[src/rtl/branch_predictor_if.sv]
// Resolved-branch report channel from the branch unit to the branch predictor.
interface bru_predictor_interface;
    logic        valid;
    logic [31:0] inst_pc;
    logic        branch_taken;
    logic [31:0] branch_target;

    modport bru (
        output valid, inst_pc, branch_taken, branch_target
    );

    modport predictor (
        input valid, inst_pc, branch_taken, branch_target
    );
endinterface

[src/rtl/branch_predictor.sv]
// Direct-mapped BTB with 2-bit saturating direction counters, trained by branch-unit reports.
// Optional macro BP_BYPASS_EN forwards a same-cycle update of the fetched PC into the prediction.
module branch_predictor #(
    parameter int INDEX_BITS = 4
) (
    input  logic                              clk,
    input  logic                              rst,
    bru_predictor_interface.predictor         bru,
    input  logic [31:0]                       fetch_pc,
    output logic                              pred_taken,
    output logic [31:0]                       pred_target
);
    localparam int TAG_BITS = 30 - INDEX_BITS;
    localparam int ENTRIES  = 1 << INDEX_BITS;

    logic                valid_q  [ENTRIES];
    logic [1:0]          cnt_q    [ENTRIES];
    logic [TAG_BITS-1:0] tag_q    [ENTRIES];
    logic [31:0]         target_q [ENTRIES];

    logic [INDEX_BITS-1:0] fetch_idx, upd_idx;
    logic [TAG_BITS-1:0]   fetch_tag, upd_tag;
    logic                  fetch_hit, upd_hit;
    logic                  upd_write;
    logic                  new_valid;
    logic [1:0]            new_cnt;
    logic [31:0]           new_target;
    logic [31:0]           seq_pc;
    logic [1:0]            unused_pc_low;

    assign unused_pc_low = bru.inst_pc[1:0];

    assign fetch_idx = fetch_pc[INDEX_BITS+1:2];
    assign fetch_tag = fetch_pc[31:INDEX_BITS+2];
    assign upd_idx   = bru.inst_pc[INDEX_BITS+1:2];
    assign upd_tag   = bru.inst_pc[31:INDEX_BITS+2];
    assign seq_pc    = fetch_pc + 32'd4;

    assign fetch_hit = valid_q[fetch_idx] && (tag_q[fetch_idx] == fetch_tag);
    assign upd_hit   = valid_q[upd_idx] && (tag_q[upd_idx] == upd_tag);

    // Next state of the entry addressed by the update; also feeds the bypass path.
    always_comb begin
        // NOTE: every always_comb output gets a default first so no path leaves it unassigned (no latch).
        new_valid  = upd_hit;
        new_cnt    = cnt_q[upd_idx];
        new_target = target_q[upd_idx];
        upd_write  = 1'b0;
        if (bru.valid) begin
            if (upd_hit) begin
                upd_write = 1'b1;
                if (bru.branch_taken) begin
                    new_cnt    = (cnt_q[upd_idx] == 2'd3) ? 2'd3 : cnt_q[upd_idx] + 2'd1;
                    new_target = bru.branch_target;
                end else begin
                    new_cnt    = (cnt_q[upd_idx] == 2'd0) ? 2'd0 : cnt_q[upd_idx] - 2'd1;
                end
            end else if (bru.branch_taken) begin
                upd_write  = 1'b1;
                new_valid  = 1'b1;
                new_cnt    = 2'd2;
                new_target = bru.branch_target;
            end
        end
    end

    // NOTE: sequential state uses non-blocking assignments so all registers see pre-edge values.
    always_ff @(posedge clk or posedge rst) begin
        if (rst) begin
            for (int i = 0; i < ENTRIES; i++) begin
                valid_q[i] <= 1'b0;
                cnt_q[i]   <= 2'd1;
            end
        end else if (upd_write) begin
            valid_q[upd_idx] <= new_valid;
            cnt_q[upd_idx]   <= new_cnt;
        end
    end

    // NOTE: tag/target storage is deliberately not reset; valid gates it, so it can map to plain RAM.
    always_ff @(posedge clk) begin
        if (bru.valid && bru.branch_taken) begin
            tag_q[upd_idx]    <= upd_tag;
            target_q[upd_idx] <= bru.branch_target;
        end
    end

`ifdef BP_BYPASS_EN
    logic bypass;
    logic fwd_taken;
    assign bypass    = bru.valid && (fetch_pc[31:2] == bru.inst_pc[31:2]);
    assign fwd_taken = new_valid && new_cnt[1];

    always_comb begin
        pred_taken  = fetch_hit && cnt_q[fetch_idx][1];
        pred_target = pred_taken ? target_q[fetch_idx] : seq_pc;
        if (bypass) begin
            pred_taken  = fwd_taken;
            pred_target = fwd_taken ? new_target : seq_pc;
        end
    end
`else
    assign pred_taken  = fetch_hit && cnt_q[fetch_idx][1];
    assign pred_target = pred_taken ? target_q[fetch_idx] : seq_pc;
`endif

endmodule

[src/flat_wrapper.sv]
// flat-port wrapper written by rule: the top's interface ports become plain ports
module branch_predictor_flat 
#(
    parameter int INDEX_BITS = 4
)
  (clk, rst, fetch_pc, pred_taken, pred_target, bru_valid, bru_inst_pc, bru_branch_taken, bru_branch_target);
  bru_predictor_interface bru_i ();
  input  logic clk;
  input  logic rst;
  input  logic [31:0] fetch_pc;
  output logic pred_taken;
  output logic [31:0] pred_target;
  input wire logic [$bits(bru_i.valid)-1:0] bru_valid;
  input wire logic [$bits(bru_i.inst_pc)-1:0] bru_inst_pc;
  input wire logic [$bits(bru_i.branch_taken)-1:0] bru_branch_taken;
  input wire logic [$bits(bru_i.branch_target)-1:0] bru_branch_target;
  assign bru_i.valid = bru_valid;
  assign bru_i.inst_pc = bru_inst_pc;
  assign bru_i.branch_taken = bru_branch_taken;
  assign bru_i.branch_target = bru_branch_target;
  branch_predictor #(.INDEX_BITS(INDEX_BITS)) u_core (.clk(clk), .rst(rst), .bru(bru_i), .fetch_pc(fetch_pc), .pred_taken(pred_taken), .pred_target(pred_target));
endmodule
[config.mk]
export PLATFORM = sky130hd
export DESIGN_NAME = branch_predictor_flat
export DESIGN_NICKNAME = d
export VERILOG_FILES = /design/src/rtl/branch_predictor_if.sv /design/src/rtl/branch_predictor.sv /design/src/flat_wrapper.sv
export SDC_FILE = /design/constraint.sdc
export NUM_CORES = 1
export LEC_CHECK = 0
export CAP_MARGIN = 0
export CORE_ASPECT_RATIO = 1.75
export CORE_MARGIN = 2
export CORE_UTILIZATION = 50
export DETAILED_ROUTE_END_ITERATION = 16
export GPL_ROUTABILITY_DRIVEN = 0
export GPL_TIMING_DRIVEN = 0
export PLACE_DENSITY_LB_ADDON = 0.15
export SETUP_SLACK_MARGIN = 0.05
export SKIP_LAST_GASP = 1
export SLEW_MARGIN = 20
export SYNTH_ARGS = -nofsm -noshare
export SYNTH_HDL_FRONTEND = slang
export SYNTH_SLANG_ARGS = --single-unit
export TNS_END_PERCENT = 1
[constraint.sdc]
create_clock -name clk -period 6.6 [get_ports clk]
set_input_delay 0.99 -clock clk [delete_from_list [all_inputs] [get_ports clk]]
set_output_delay 0.99 -clock clk [all_outputs]
set_load 0.05 [all_outputs]
==> results.md, run 1 <==
* Number of synthesized flops with an enable pin at 928
* DR vias at 24300
* Most frequent cells in the layout: 928 x edfxtp_1, 377 x mux4_2, 129 x buf_4
* Unique masters post-synth at 68
* CTS Hold Bufs at 0
* Clock slew at reported path FFs at 0.06 ns
* H-tree level count at 3
* WHS Endpoint: u_core.cnt_q[4]
* Seq pwr share at 0.516
* Cell family with most CP delay: buffers and inverters
* Design area at 0.0500 mm²
* Drt pass-1 iters at 5
* Synth Area in Compound Gates at 0.0262
* Met3 WL at 11.8 mm
* Fin crit period at 6.62 ns
* Met2 WL post-DR at 69.2 mm
* Post-place instance area at 0.0470 mm²
* Comb pwr share at 0.099
* Post-synthesis adder-cell area fraction at 0.000292
* Vias in the first global route at 25200
* Longest Clk Path Bufs at 3
* Layout Skew at 0.0219 ns
* Leak pwr at 16.5 nW
* Power, Total at 13.6 mW
* Post-synth ARST share at 0.0492
* Layout area overhead at 16.9%
* Net Count, Synth at 2208
* Arr. time, crit path at 5.63 ns
* Failing checks: negative setup slack
* First-pass GRT wire length at 192 mm
* Sequential element share of the synthesized area at 0.680
* Hold WS at 0.477 ns
* Die height at 391 µm
* Most used cell, CP: buf_4
* PwrDens at 271 mW/mm²
* Critical path's slowest cell: clkdlybuf4s50_1
* FF+latch count, synth at 976
* Final period utilization at 1.00
* Placed Cells at 3465
* Setup WS post-layout at -0.0150 ns
* Hold Path Class: reg -> reg
* CP cell instances: clkdlybuf4s50_1 -> buf_2 -> clkbuf_4 -> buf_4 -> buf_4 -> clkbuf_4 -> o211ai_1 -> o211ai_1 -> buf_4 -> o21ai_0 -> or4_1 -> nor4_4 -> buf_4 -> mux2_2 -> clkdlybuf4s15_2
* Clock buffer count from CTS at 88
* Final non-filler cell total at 3637
* Crit Path Max Fanout at 10
* Residual DRC at 0
* Post-synth top flop: edfxtp_1
* WL per Instance at 37.6 µm
* M1 WL at 46.4 mm
* Post-route ant nets at 0
* Worst Path Required at 5.61 ns
* Top sig layer: met5
* DPL Wire Length at 99.4 mm
* Type of origin of the critical path: input pin
* Simple-gate share of the synthesized area at 0.0253
* Avg Inst Size Synth at 20.3 µm²
* RSZ-0062 raised after global routing: true
* Worst R2R End: u_core.cnt_q[1]
* Status: complete, but fails checks
* PortBufs at 127
* Nets at 2580
* Mapped cell area at 0.0428 mm²
* CP Class: in -> out
* Critical Path End Type: output port
* Reg2reg setup slack at 1.62 ns
* R2R cell count at 9
* Core Footprint at 0.0853 mm²
* CTS tree: done
* Die X at 225 µm
* Initial DRC Count at 3124
* Initial Util at 0.502
* Num rows at 142
* Finish-stage setup viols at 3
* Final hold violations at 0
* Largest net degree at the start of global routing at 33
* Slew @ Worst Pin at 1.17 ns
* Yosys warning count at 0
* Mux contribution to synthesized area at 0.234
* Largest family of logic cells by synthesized area: multiplexers
* Share of cells above drive strength 1 at 0.349
* Total Die Area at 0.0880 mm²
* Cell count after synthesis at 2107
* Finished Core Util at 0.586
* Worst vdd ir at 0.000249 V
* Clk sinks at 976
* Commonest non-fill, non-tap cell in the layout: edfxtp_1
* RR Startpoint: u_core.tag_q[7][7]
* Max Freq at 151 MHz
* Ports at 133
* Global Route Usage Sum at 0.319
* Max_slew headroom at 0.214
* Initial antenna violation count at 9
* Post-Synth XOR/XNOR Area at 0.0156
* Hold Path Depth at 2
* Pins over their slew limit at 0
* Gr ovfl total at 0
* Switching power at 3.20 mW
* Wirelength, routed at 137 mm
* Via-to-Cell Ratio at 6.69
* Int Pwr at 10.4 mW
* Clock Power Share at 0.385
* HP Start: u_core.cnt_q[4]
* CP Buf/Inv Count at 9
* CTS root buffer: clkbuf_16
* Max incr delay on CP at 0.49 ns
* Clock Latency Late Sink at 0.69 ns
* Max-cap check violation count at 0
* Switching share of total power at 0.236
-- worst reg2reg max path: cells and delay by family, from the launching register on --
family / cells / cell delay (ns)
xor gates and xnor gates: 1 / 0.74
muxes: 3 / 1.08
AOI/OAI and AO/OA: 3 / 1.89
DFF: 1 / 0.39
buffers and inverters: 1 / 0.33
and+or+nand+nor: 1 / 0.46
-- Yosys cell counts (11+ instances only) --
| cell type | number | area share |
|---|---|---|
| nor3_1 | 18 | 0.0021 |
| nand3_1 | 28 | 0.0033 |
| o21ai_0 | 41 | 0.0048 |
| edfxtp_1 | 928 | 0.65 |
| a21oi_1 | 16 | 0.0019 |
| mux2i_1 | 111 | 0.026 |
| buf_2 | 46 | 0.0054 |
| dfrtp_1 | 32 | 0.019 |
| a22o_1 | 11 | 0.0023 |
| xor2_1 | 27 | 0.0055 |
| or2_2 | 18 | 0.0026 |
| mux2_2 | 26 | 0.0068 |
| clkbuf_1 | 43 | 0.0038 |
| buf_1 | 16 | 0.0014 |
| nand2_1 | 82 | 0.0072 |
| a22oi_1 | 21 | 0.0037 |
| xnor2_1 | 49 | 0.010 |
| nor2_1 | 17 | 0.0015 |
| dfstp_2 | 16 | 0.0098 |
| nand4_1 | 16 | 0.0023 |
| mux4_2 | 377 | 0.20 |
| inv_1 | 34 | 0.0030 |
-- flip-flops by register name, indices dropped and copies added, names as in the netlist --
name,count
u_core.target_q,512
u_core.valid_q,16
u_core.tag_q,416
u_core.cnt_q,32
-- timing repair --
item | in CTS | in global routing
setup buffers | 4 | 0
setup endpoints to repair | 33 | 33
hold endpoints to repair | 0 | 0
resized for setup | 153 | 57
pin swaps | 2 | 0
-- layout make-up --
class,count,area [µm²]
Inverter,34,128
Multi-Input combinational cell,968,13000
Clock buffer,103,2280
Antenna cell,6,15.0
Tap cell,1080,1350
Timing Repair Buffer,282,2700
Fill cell,6271,35300
Clock inverter,59,606
Sequential cell,976,29100
Buffer,129,862
-- per-stage QoR --
| stage | TNS [ns] | setup WS [ns] |
|---|---|---|
| global placement | -6006.62 | -7.84 |
| CTS | -1.10 | -0.0934 |
| global route | -0.517 | -0.0631 |
| floorplan | -107.38 | -0.199 |
| finish | -0.0303 | -0.0150 |
| detailed placement | -70.69 | -2.45 |
-- routing by layer --
layer | vias up | global-route usage
li1 | 9629 | -
met1 | 12900 | 0.374
met2 | 1441 | 0.542
met3 | 383 | 0.0737
met4 | 14 | 0.179
met5 | - | 0
-- power by group through the flow --
stage | logic, mW | clock network, mW | registers (mW)
after floorplan | 0.749 | 0 | 7.11
after global placement | 1.28 | 0 | 7.13
after detailed placement | 1.32 | 0 | 7.13
after CTS | 1.33 | 5.29 | 7.00
after global routing | 1.39 | 5.51 | 7.01
final | 1.34 | 5.23 | 7.00
-- worst max path at each step --
stage	start	end	slack [ns]	depth (start not counted)
2_1_floorplan	bru_inst_pc[3]	u_core.tag_q[9][0]	-0.20	9
3_3_place_gp	bru_inst_pc[5]	u_core.target_q[15][14]	-7.84	5
3_5_place_dp	fetch_pc[3]	pred_target[31]	-2.45	16
4_1_cts	fetch_pc[2]	pred_target[30]	-0.09	19
5_1_grt	fetch_pc[3]	pred_target[8]	-0.06	15
6_report	fetch_pc[3]	pred_target[16]	-0.02	15
-- cell families (layout without fill, tap and decap cells) --
family                   after synthesis  count (layout)
flip-flops                           976             976
multiplexers                         518             518
AND/OR/NAND/NOR                      215             215
buffers and inverters                163             607
AO/OA/AOI/OAI                        158             158
XOR/XNOR                              76              76
adder cells (fa/ha/maj)                1               1
other                                  0               6
Power figures use the tool's default switching activity.
==> run 2: changes to the inputs <==
==> constraint.sdc (replaced) <==
create_clock -name clk -period 8.2 [get_ports clk]
set_input_delay 1.23 -clock clk [delete_from_list [all_inputs] [get_ports clk]]
set_output_delay 1.23 -clock clk [all_outputs]
set_load 0.05 [all_outputs]
==> run 2 against run 1 <==
The run still ends with negative setup slack left; register-to-register slack gained 1.9 ns; critical endpoint is now pred_target[25]; non-clock buffer count shrank 2; clock skew shrank 0.0020 ns; largest power group unchanged; design area is essentially flat; wire length shrank 0.24%; highest routed layer unchanged.
==> results.md, run 2 (synthesis results as in run 1) <==
* Status: complete, but fails checks
* Failing checks: negative setup slack
* RSZ-0062 raised after global routing: true
* CTS tree: done
* First-pass GRT wire length at 191 mm (-0.22%)
* Max incr delay on CP at 0.90 ns (+0.41 ns)
* PwrDens at 218 mW/mm² (-19%)
* Max reg flops at 512 (unchanged)
* Num rows at 142 (unchanged)
* TNS Setup at -0.155 ns (-0.124 ns)
* Total Die Area at 0.0880 mm² (unchanged)
* Nets at 2578 (-0.078%)
* Drt pass-1 iters at 6 (+1)
* Max Freq at 121 MHz
* Share of cells above drive strength 1 at 0.330 (-0.0186)
* Layout Skew at 0.0198 ns (-0.00205 ns)
* Hold WS at 0.477 ns (+0.000100 ns)
* Reg2reg setup slack at 3.50 ns (+1.88 ns)
* CP Class: in -> out
* Largest registers: u_core.target_q x512, u_core.tag_q x416, u_core.cnt_q x32
* Initial Util at 0.502 (unchanged)
* Fin crit period at 8.25 ns
* Critical Path End Type: output port
* Max-cap check violation count at 0 (unchanged)
* Initial antenna violation count at 8 (-1)
* Initial DRC Count at 3059 (-2.1%)
* Via-to-Cell Ratio at 6.66 (-0.34%)
* Fill count at 6264 (-0.11%)
* Critical path's slowest cell: clkdlybuf4s50_1
* Gr ovfl total at 0 (unchanged)
* Setup crit end: pred_target[25]
* DR vias at 24200 (-0.32%)
* Global Route Usage Sum at 0.318 (-0.000952)
* Clock slew at reported path FFs at 0.06 ns (about the same)
* Die height at 391 µm (unchanged)
* Leak pwr at 16.4 nW (-0.58%)
* WL per Instance at 37.5 µm (-0.26%)
* H-tree level count at 3 (unchanged)
* Crit Path Max Fanout at 10 (unchanged)
* R2R cell count at 9 (unchanged)
* Crit. Startpoint: fetch_pc[3]
* Pins over their slew limit at 0 (unchanged)
* Layout area overhead at 16.8% (about the same)
* CP cell instances: clkdlybuf4s50_1 -> buf_2 -> clkbuf_2 -> buf_2 -> buf_2 -> clkbuf_2 -> o211ai_1 -> o211ai_1 -> o21ai_0 -> or4_1 -> nor4_4 -> buf_4 -> buf_4 -> nand2_1 -> o21ai_0 -> clkdlybuf4s50_1
* CTS Hold Bufs at 0 (unchanged)
* Commonest non-fill, non-tap cell in the layout: edfxtp_1
* Cell family with most CP delay: buffers and inverters
* Longest Clk Path Bufs at 3 (unchanged)
* Finished Core Util at 0.586 (about the same)
* Post-route ant nets at 0 (unchanged)
* Clk sinks at 976 (unchanged)
* Slew @ Worst Pin at 1.37 ns (+0.206 ns)
* Largest Register: u_core.target_q
* Finish-stage setup viols at 7 (+4)
* CP Depth at 16 (+1)
* Worst R2R End: u_core.cnt_q[1]
* Power, Total at 10.9 mW (-20%)
* Type of origin of the critical path: input pin
* Worst vdd ir at 0.000201 V (-19%)
* Design area at 0.0500 mm² (about the same)
* CP Buf/Inv Count at 9 (unchanged)
* PortBufs at 127 (unchanged)
* Clock Latency Late Sink at 0.69 ns (about the same)
* Most used cell, CP: buf_2
* Hold Path Class: reg -> reg
* Final period utilization at 1.01
* Arr. time, crit path at 7.02 ns (+1.39 ns)
* Die X at 225 µm (unchanged)
* Max_slew headroom at 0.0830 (-0.131)
* Final hold violations at 0 (unchanged)
* Wirelength, routed at 136 mm (-0.24%)
* Ports at 133 (unchanged)
* RR Startpoint: u_core.tag_q[7][7]
* DPL Wire Length at 99.4 mm (unchanged)
* Post-place instance area at 0.0470 mm² (unchanged)
* Most frequent cells in the layout: 928 x edfxtp_1, 377 x mux4_2, 125 x clkdlybuf4s50_1
* Vias in the first global route at 25200 (+0.095%)
* Largest net degree at the start of global routing at 33 (unchanged)
* CTS root buffer: clkbuf_16
* Residual DRC at 0 (unchanged)
* Worst Path Required at 6.97 ns (+1.36 ns)
* Core Footprint at 0.0853 mm² (unchanged)
* Setup WS post-layout at -0.0464 ns (-0.0313 ns)
* Clock buffer count from CTS at 88 (unchanged)
==> run 2: routing by layer <==
metal	global-route usage	part of all wire	vias to the layer above
met5	0	0.00040	-
met4	0.179	0.065	8
met3	0.0718	0.087	369
met2	0.540	0.51	1397
met1	0.374	0.34	12800
li1	-	-	9640
==> run 2: layout make-up <==
type                            count  area [µm²]  share of cell area
Sequential cell                   976       29100               0.582
Buffer                            129         736              0.0147
Multi-Input combinational cell    968       13000               0.260
Clock inverter                     59         606              0.0121
Antenna cell                        9        22.5            0.000451
Clock buffer                      103        2280              0.0456
Tap cell                         1080        1350              0.0270
Inverter                           34         128             0.00255
Timing Repair Buffer              280        2800              0.0560
==> run 2: worst reg2reg max path: stages (launching register included) <==
cell       delay (ns)
edfxtp_1         0.39
mux4_2           0.48
mux2i_1          0.20
xor2_1           0.63
o2111ai_1        0.27
a2111oi_2        0.92
nand4_2          0.44
buf_4            0.32
a211oi_1         0.55
mux2_2           0.40
==> run 2: worst min path at each step <==
stage                           startpoint  slack [ns]  cells after the start               end
after floorplan           u_core.cnt_q[10]        0.45                      2  u_core.cnt_q[10]
after global placement    u_core.cnt_q[12]        0.46                      2  u_core.cnt_q[12]
after detailed placement   u_core.cnt_q[4]        0.47                      2   u_core.cnt_q[4]
after CTS                  u_core.cnt_q[4]        0.48                      2   u_core.cnt_q[4]
after global routing       u_core.cnt_q[4]        0.51                      2   u_core.cnt_q[4]
final                      u_core.cnt_q[4]        0.48                      2   u_core.cnt_q[4]
==> run 2: repair_timing <==
item / 4_1_cts / 5_1_grt
resized for setup: 11 / 2
setup buffers: 2 / 0
setup endpoints to repair: 33 / 28
pin swaps: 1 / 0
cloned: 0 / 0
hold endpoints to repair: 0 / 0
==> run 2: power by group <==
group | total [mW] | switching, mW | internal, mW
sequential | 5.63 | 0.0537 | 5.58
combinational | 1.08 | 0.637 | 0.441
clock | 4.21 | 1.88 | 2.32
==> run 2: stage by stage <==
step           cells  worst slack (ns)
3_5_place_dp    3465             -1.33
4_1_cts         3629           -0.0281
5_1_grt         3634            -0.172
6_report        3638           -0.0464
3_3_place_gp    3314             -6.48
2_1_floorplan   2107              1.16
